## src/rtl/cpu16_ctrl.sv

```systemverilog
// Multi-cycle control unit for the 16-bit datapath: fetches over a req/ack port,
// decodes into ALU/register-file/data-memory controls and owns the PC.
module cpu16_ctrl #(
  parameter logic [15:0] RESET_PC = 16'h0000,
  parameter int unsigned ADDR_W   = 16
) (
  input  logic              clk,
  input  logic              rst_n,
  output logic              imem_req,
  output logic [ADDR_W-1:0] imem_addr,
  input  logic              imem_ack,
  input  logic [15:0]       imem_rdata,
  output logic              dmem_req,
  output logic              dmem_we,
  input  logic              dmem_ack,
  output logic [3:0]        rf_raddr_a,
  output logic [3:0]        rf_raddr_b,
  output logic [3:0]        rf_waddr,
  output logic              rf_we,
  output logic              wb_sel,
  output logic              b_sel,
  output logic [15:0]       imm,
  output logic [3:0]        alu_ctrl,
  input  logic              a_zero,
  input  logic              b_zero,
  output logic              halted,
  output logic              err
);

  localparam logic [3:0] OpAdd  = 4'h0;
  localparam logic [3:0] OpSub  = 4'h1;
  localparam logic [3:0] OpAnd  = 4'h2;
  localparam logic [3:0] OpOr   = 4'h3;
  localparam logic [3:0] OpXor  = 4'h4;
  localparam logic [3:0] OpMul  = 4'h5;
  localparam logic [3:0] OpNop  = 4'h6;
  localparam logic [3:0] OpDiv  = 4'h7;
  localparam logic [3:0] OpNot  = 4'h8;
  localparam logic [3:0] OpMod  = 4'h9;
  localparam logic [3:0] OpLdi  = 4'hA;
  localparam logic [3:0] OpLd   = 4'hB;
  localparam logic [3:0] OpSt   = 4'hC;
  localparam logic [3:0] OpJmp  = 4'hD;
  localparam logic [3:0] OpBz   = 4'hE;
  localparam logic [3:0] OpHalt = 4'hF;

  typedef enum logic [2:0] {
    StFetch,
    StDecode,
    StExec,
    StMem,
    StWb,
    StHalted
  } state_e;

  state_e            state_q, state_d;
  logic [ADDR_W-1:0] pc_q, pc_d;
  logic [15:0]       ir_q, ir_d;
  logic              err_q, err_d;

  logic [3:0]        op, rd, rs1, rs2;
  logic              is_alu, is_div;
  logic              active;
  logic [ADDR_W-1:0] pc_inc, br_off, jmp_tgt;

  assign op  = ir_q[15:12];
  assign rd  = ir_q[11:8];
  assign rs1 = ir_q[7:4];
  assign rs2 = ir_q[3:0];

  assign pc_inc  = pc_q + {{(ADDR_W-1){1'b0}}, 1'b1};
  assign br_off  = {{(ADDR_W-8){ir_q[7]}}, ir_q[7:0]};
  assign jmp_tgt = {{(ADDR_W-12){1'b0}}, ir_q[11:0]};

  always_comb begin
    is_alu = 1'b0;
    case (op)
      OpAdd, OpSub, OpAnd, OpOr, OpXor, OpMul,
      OpDiv, OpNot, OpMod, OpLdi: is_alu = 1'b1;
      default:                    is_alu = 1'b0;
    endcase
  end

  assign is_div = (op == OpDiv) || (op == OpMod);

  always_ff @(posedge clk or negedge rst_n) begin
    if (!rst_n) begin
      state_q <= StFetch;
      pc_q    <= RESET_PC;
      ir_q    <= 16'h0000;
      err_q   <= 1'b0;
    end else begin
      state_q <= state_d;
      pc_q    <= pc_d;
      ir_q    <= ir_d;
      err_q   <= err_d;
    end
  end

  always_comb begin
    state_d = state_q;
    pc_d    = pc_q;
    ir_d    = ir_q;
    err_d   = err_q;
    unique case (state_q)
      StFetch: begin
        if (imem_ack) begin
          ir_d    = imem_rdata;
          pc_d    = pc_inc;
          state_d = StDecode;
        end
      end
      StDecode: state_d = StExec;
      StExec: begin
        if (is_alu) begin
          // Divide/modulo by zero suppresses writeback and stops the core.
          if (is_div && b_zero) begin
            err_d   = 1'b1;
            state_d = StHalted;
          end else begin
            state_d = StWb;
          end
        end else begin
          case (op)
            OpLd, OpSt: state_d = StMem;
            OpJmp: begin
              pc_d    = jmp_tgt;
              state_d = StFetch;
            end
            OpBz: begin
              // pc_q already points past the branch.
              if (a_zero) pc_d = pc_q + br_off;
              state_d = StFetch;
            end
            OpHalt:  state_d = StHalted;
            default: state_d = StFetch;
          endcase
        end
      end
      StMem: begin
        if (dmem_ack) state_d = (op == OpSt) ? StFetch : StWb;
      end
      StWb:     state_d = StFetch;
      StHalted: state_d = StHalted;
      default:  state_d = StFetch;
    endcase
  end

  assign active = (state_q == StDecode) || (state_q == StExec) ||
                  (state_q == StMem) || (state_q == StWb);

  always_comb begin
    // Gate with rst_n so the request drops the instant reset asserts.
    imem_req   = (state_q == StFetch) && rst_n;
    imem_addr  = pc_q;
    dmem_req   = (state_q == StMem);
    dmem_we    = (state_q == StMem) && (op == OpSt);
    rf_we      = (state_q == StWb);
    wb_sel     = ((state_q == StMem) || (state_q == StWb)) && (op == OpLd);
    b_sel      = active && (op == OpLdi);
    alu_ctrl   = (active && is_alu) ? op : 4'b0000;
    imm        = {8'h00, ir_q[7:0]};
    rf_raddr_a = (op == OpBz) ? rd : rs1;
    rf_raddr_b = (op == OpSt) ? rd : rs2;
    rf_waddr   = rd;
    halted     = (state_q == StHalted);
    err        = err_q;
  end

endmodule
```

## config.mk

```make
export PLATFORM = sky130hd
export DESIGN_NAME = cpu16_ctrl
export DESIGN_NICKNAME = d
export VERILOG_FILES = /design/src/rtl/cpu16_ctrl.sv
export SDC_FILE = /design/constraint.sdc
export NUM_CORES = 1
export LEC_CHECK = 0
export BUFFER_PORTS_ARGS = -buffer_cell sky130_fd_sc_hd__buf_4
export CELL_PAD_IN_SITES_DETAIL_PLACEMENT = 1
export CELL_PAD_IN_SITES_GLOBAL_PLACEMENT = 1
export CORE_MARGIN = 2
export CORE_UTILIZATION = 39
export CTS_CLUSTER_SIZE = 30
export DETAILED_ROUTE_END_ITERATION = 8
export HOLD_SLACK_MARGIN = 0.05
export PLACE_DENSITY_LB_ADDON = 0.1
export SKIP_CTS_REPAIR_TIMING = 1
export SYNTH_ARGS = -nofsm -noshare
export SYNTH_HDL_FRONTEND = slang
export SYNTH_SLANG_ARGS = --single-unit
```

## constraint.sdc

```tcl
create_clock -name clk -period 2.9 [get_ports clk]
set_input_delay 0.145 -clock clk [delete_from_list [all_inputs] [get_ports clk]]
set_output_delay 0.145 -clock clk [all_outputs]
set_load 0.01 [all_outputs]
```

# Yosys cells after proc, flatten, opt, wreduce, memory -nomap -nowiden
# Memory sizes are Yosys's and may differ from the RTL's.
# Cells that the tools add are included.
word_totals:
  ff_bits: 36
  latch_bits: 0
  ramBits: 0
  mem_bits_ro: 16
  inputBits: 22
  output_inout_bits: 56
  memories: 1
mem_list:
  columns: ["memory", "depth", "width", "rd", "rd_ports_with_merged_regs", "wr", "line", "rtl"]
  rows:
  - ["(name not given)", 16, 1, 1, 0, 0, "77", "case (op)"]
op_classes:
  add_sub_neg: 2
  multipliers: 0
  div: 0
  magnitude_cmp: 0
  eq_ne: 18
  n_shift: 0
  n_mux: 15
  bitwise: 0
  reduce_logical: 18
op_table:
  columns: ["cell", "count"]
  rows:
  - ["$pmux W16 S2", 2]
  - ["$mux W16", 3]
  - ["$eq A4 B4 Y1 const B", 7]
  - ["$add A16 B1 Y16 const B", 1]
  - ["$add A16 B16 Y16", 1]
  - ["$pmux W3 S5", 1]
  - ["$mux W3", 4]
  - ["$mux W4", 3]
  - ["$eq A3 B2 Y1 const B", 2]
  - ["$eq A3 B3 Y1 const B", 2]
  - ["$logic_and A1 B1 Y1", 6]
  - ["$pmux W3 S2", 1]
  - ["$logic_or A1 B1 Y1", 5]
  - ["$reduce_and A5 Y1", 1]
  - ["$eq A4 B3 Y1 const B", 1]
  - ["$ne A2 B2 Y1 const B", 2]
  - ["$reduce_and A2 Y1", 2]
  - ["$eq A3 B1 Y1 const B", 1]
  - ["$logic_not A3 Y1", 1]
  - ["$ne A3 B1 Y1 const B", 1]
  - ["$ne A3 B3 Y1 const B", 1]
  - ["$reduce_and A3 Y1", 1]
  - ["$ne A2 B1 Y1 const B", 1]
  - ["$reduce_bool A2 Y1", 1]
  - ["2 further kinds", 2]

# Logic depth before layout (Yosys ltp)
depth:
  depth_word: 6
  depth_mapped: 9
  ltp_nobuf: 8

# Worst setup path before layout
# OpenSTA, ideal clock, no wires.
synth_path:
  path_type: "register -> register"
  from: "register pc_q[0] (netlist: imem_addr[0])"
  to: "register pc_q[14] (netlist: imem_addr[14])"
  t_arrival_ns: 2.111
  t_required_ns: 2.766
  slack_ns: 0.655
  stages_incl_launch_ff: 9
  path_cell_list: "dfrtp_1 ha_1 fa_1 a21o_1 a21boi_1 nor3_1 o31ai_2 or4_1 nand4_1"
synth_via:
  elab_chain_cells: 5
synth_rtl:
  columns: ["element", "line", "rtl"]
  rows:
  - ["start: declaration", "57", "logic [ADDR_W-1:0] pc_q, pc_d;"]
  - ["start signal: assignment", "94", "pc_q <= pc_d;"]
  - ["$add A16 B16 Y16", "132", "if (a_zero) pc_d = pc_q + br_off;"]
  - ["$mux W16", "132", null]
  - ["$pmux W16 S2", "124", "case (op)"]
  - ["$mux W16", "115", "if (is_alu) begin"]
  - ["$pmux W16 S2 *", "105", "unique case (state_q)"]
# Mark *: on every way between the ends. The rest lies on a longest branch, timed or not. The select of a mux whose other input is x is not followed.
# A chain may end at the register's enable or synchronous reset.

# Worst setup path after layout
# Same ends and word-level chain as after synthesis.

==> reports/results.ini <==
[floorplanning]
die_area_sq_um = 9028
fp.dieH_um = 95.02
initial_core_util = 0.3972
num_rows = 33
coreArea_sq_um = 8134
io_pins = 78
die_x_um = 95.02

[synth]
synth-edff-count = 0
ys_ff_latch = 36
yosysTopAreaCell = dfrtp_1
synthTopCellsByCount = nand2_1, dfrtp_1, a21oi_1
yosysMostFrequentCell = nand2_1
seq_area_frac_synth = 0.2789
ys.flop_type = dfrtp_1
synth.distinct_cells = 72
synth_top_area_frac = 0.2789
yosys_warnings = 0
synthCells = 417
async_reset_ff_frac = 1.000
synth_area_sq_um = 3231
synth_area_leaders = dfrtp_1, nand2_1, ha_1, buf_4, a21oi_1
synth.avg_cell_area_sq_um = 7.747

[finish]
fin_nets = 515
antenna_cells = 0
utilization = 0.4764
layout-drive-gt1-share = 0.2201
areaGrowthSynthToFinish_pct = 19.95
stdcell_area_sq_um = 3875
fill_cells = 1001

[pwr]
p_per_area_nw_per_um2 = 1190
p_switching_mw = 2.383
vdd_drop_max_v = 0.0004468
p_seq_frac = 0.251
leakage_nw = 1.869
p_sw_frac = 0.5168
p_int_mw = 2.228
clock_power_share = 0.082
pwr-share-comb = 0.667

[job]
drv_cap = 0

[worst_setup_path]
critPathLaunchType = flop
crit_type = reg -> reg
reg2reg_depth = 8
cp.depth = 8
cp_num_buf_inv = 0
crit_fanout = 7
path_delay_family = compound AO/OA/AOI/OAI gates
slowest_stage = dfrtp_1
cp_cell_sequence = ha_1, fa_1, a21o_1, a21boi_1, nor3_1, o31ai_2, or4_1, nand4_1
crit_path_end_kind = flop
crit_arrival_ns = 2.71
cpPeakStageDelay_ns = 0.47
critPathRequiredTime_ns = 3.08

[detailed_routing]
antenna_left = 0
drc = 0
avgRoutedWirePerCell_um = 18.01
num_vias = 3284
drt_iter0_markers = 151
via_per_inst = 5.643
wl_um = 10480
firstDrtPassIters = 4

[timing]
period_minus_slack_ns = 2.536
finalHoldViolations = 0
max_freq_mhz = 394.4
tightest_slew_ns = 0.8078
tns_ns = 0
final-max-slew-violation-count = 0
fin_crit_sh = 0.8743
slew_headroom = 0.4602
fin_worst_skew_ns = 0.003589
finalSetupViolations = 0
rsz0062_at_grt = false

[global_routing]
use_met1 = 0.3187
grt_overflow_total = 0
grt_pass1_vias = 3190
antenna_found_initial = 0
grt_max_degree = 38
grt.met3_usage = 0.03794
track_usage = 0.2388
grt_pass1_wl_um = 16620
groute.layer.met2.usage = 0.3842
grt.busiest_layer = met2

[status]
status = complete, no violations

[placed_design]
hpwlAfterDp_um = 7639
io_buffers = 69
post_dp_cell_area_sq_um = 3687
place_congestion = 0.8816

[clock_tree]
worstSkewPairLatency_ns = 0.30
cts_buffers = 5
ctsHtreeMaxLevel = 2
clk_pin_slew_worst_paths_ns = 0.08
ctsLongestPathBuffers = 2
cts_root_buffer = clkbuf_8
cts_tree = done
clock-sinks = 36

[min_path]
min_path_type = in -> reg
hold_path_depth = 3

[routing by layer]
metal | part of all wire | vias to the layer above
met5 | 0 | -
met4 | 0.033 | 0
met3 | 0.045 | 28
met2 | 0.46 | 87
met1 | 0.46 | 1597
li1 | - | 1572
[flip-flops by register name (all words and copies together), names as in the netlist]
signal and count:
ir_q 16, imem_addr 16, err 1, state_q 3
[power by group through the flow]
stage | clock network [mW] | registers, mW | logic [mW]
floorplan | 0 | 1.02 | 2.20
global placement | 0 | 1.15 | 3.00
detailed placement | 0 | 1.16 | 3.05
CTS | 0.391 | 1.16 | 3.07
global route | 0.412 | 1.20 | 3.42
finish | 0.380 | 1.16 | 3.07
[worst paths after layout]
check                                end           start  slack, ns
max reg2reg                imem_addr[14]    imem_addr[0]       0.36
min in group asynchronous     state_q[2]           rst_n       0.36
max                        imem_addr[14]    imem_addr[0]       0.36
min reg2reg                          err             err       0.49
min                             ir_q[11]  imem_rdata[11]       0.04
max in group asynchronous       ir_q[10]           rst_n       2.19
[per-stage QoR]
stage,total power [mW],worst slack (ns),std cells,hold slack [ns]
floorplan,3.222,0.6554,424,-0.1506
global placement,4.146,0.4785,564,0.1515
detailed placement,4.215,0.4026,564,0.1532
CTS,4.613,0.3875,572,-0.1768
global route,5.038,0.1540,582,0.05384
finish,4.611,0.3644,582,0.03658
[logic make-up after synthesis]
group / Yosys count / synth area share
AOI/OAI and AO/OA: 105 / 0.2231
xor gates and xnor gates: 11 / 0.02982
and+or+nand+nor: 192 / 0.2843
other: 1 / 0.001161
DFF: 36 / 0.2789
buffers and inverters: 49 / 0.09450
adders and majority gates: 17 / 0.06816
muxes: 6 / 0.02014
[worst register-to-register path: cells and delay by family, from the launching register on]
family | cells | cell delay (ns)
compound gates | 3 | 0.87
fa+ha+maj | 2 | 0.71
flops | 1 | 0.47
simple gates | 3 | 0.38
[final cells by class]
type	instances	area, sq um	area share
Clock buffer	5	68.82	0.01776
Clock inverter	3	18.77	0.004843
Inverter	7	26.28	0.006781
Multi-Input combinational cell	339	2051	0.5292
Sequential cell	36	900.9	0.2325
Tap cell	105	131.4	0.03390
Timing Repair Buffer	87	678.2	0.1750
[cell usage in the layout (no fill, tap or decap), types with 3 or more instances in the layout]
master,count
nor3_1,9
inv_1,7
nand2b_1,5
nand2_1,98
nand3_1,11
and4_1,3
and3_1,7
o21ai_1,6
o21ai_0,16
a21o_1,7
a31oi_1,6
o22ai_1,3
a21oi_1,26
conb_1,8
buf_4,77
ha_1,16
dfrtp_1,36
clkbuf_8,5
and2_1,7
nor2b_1,3
xnor2_1,9
mux2_2,4
dlygate4sd3_1,10
a211oi_1,3
nand4_1,9
o211ai_1,7
nor2_1,21
(Power assumes the default switching activity.)
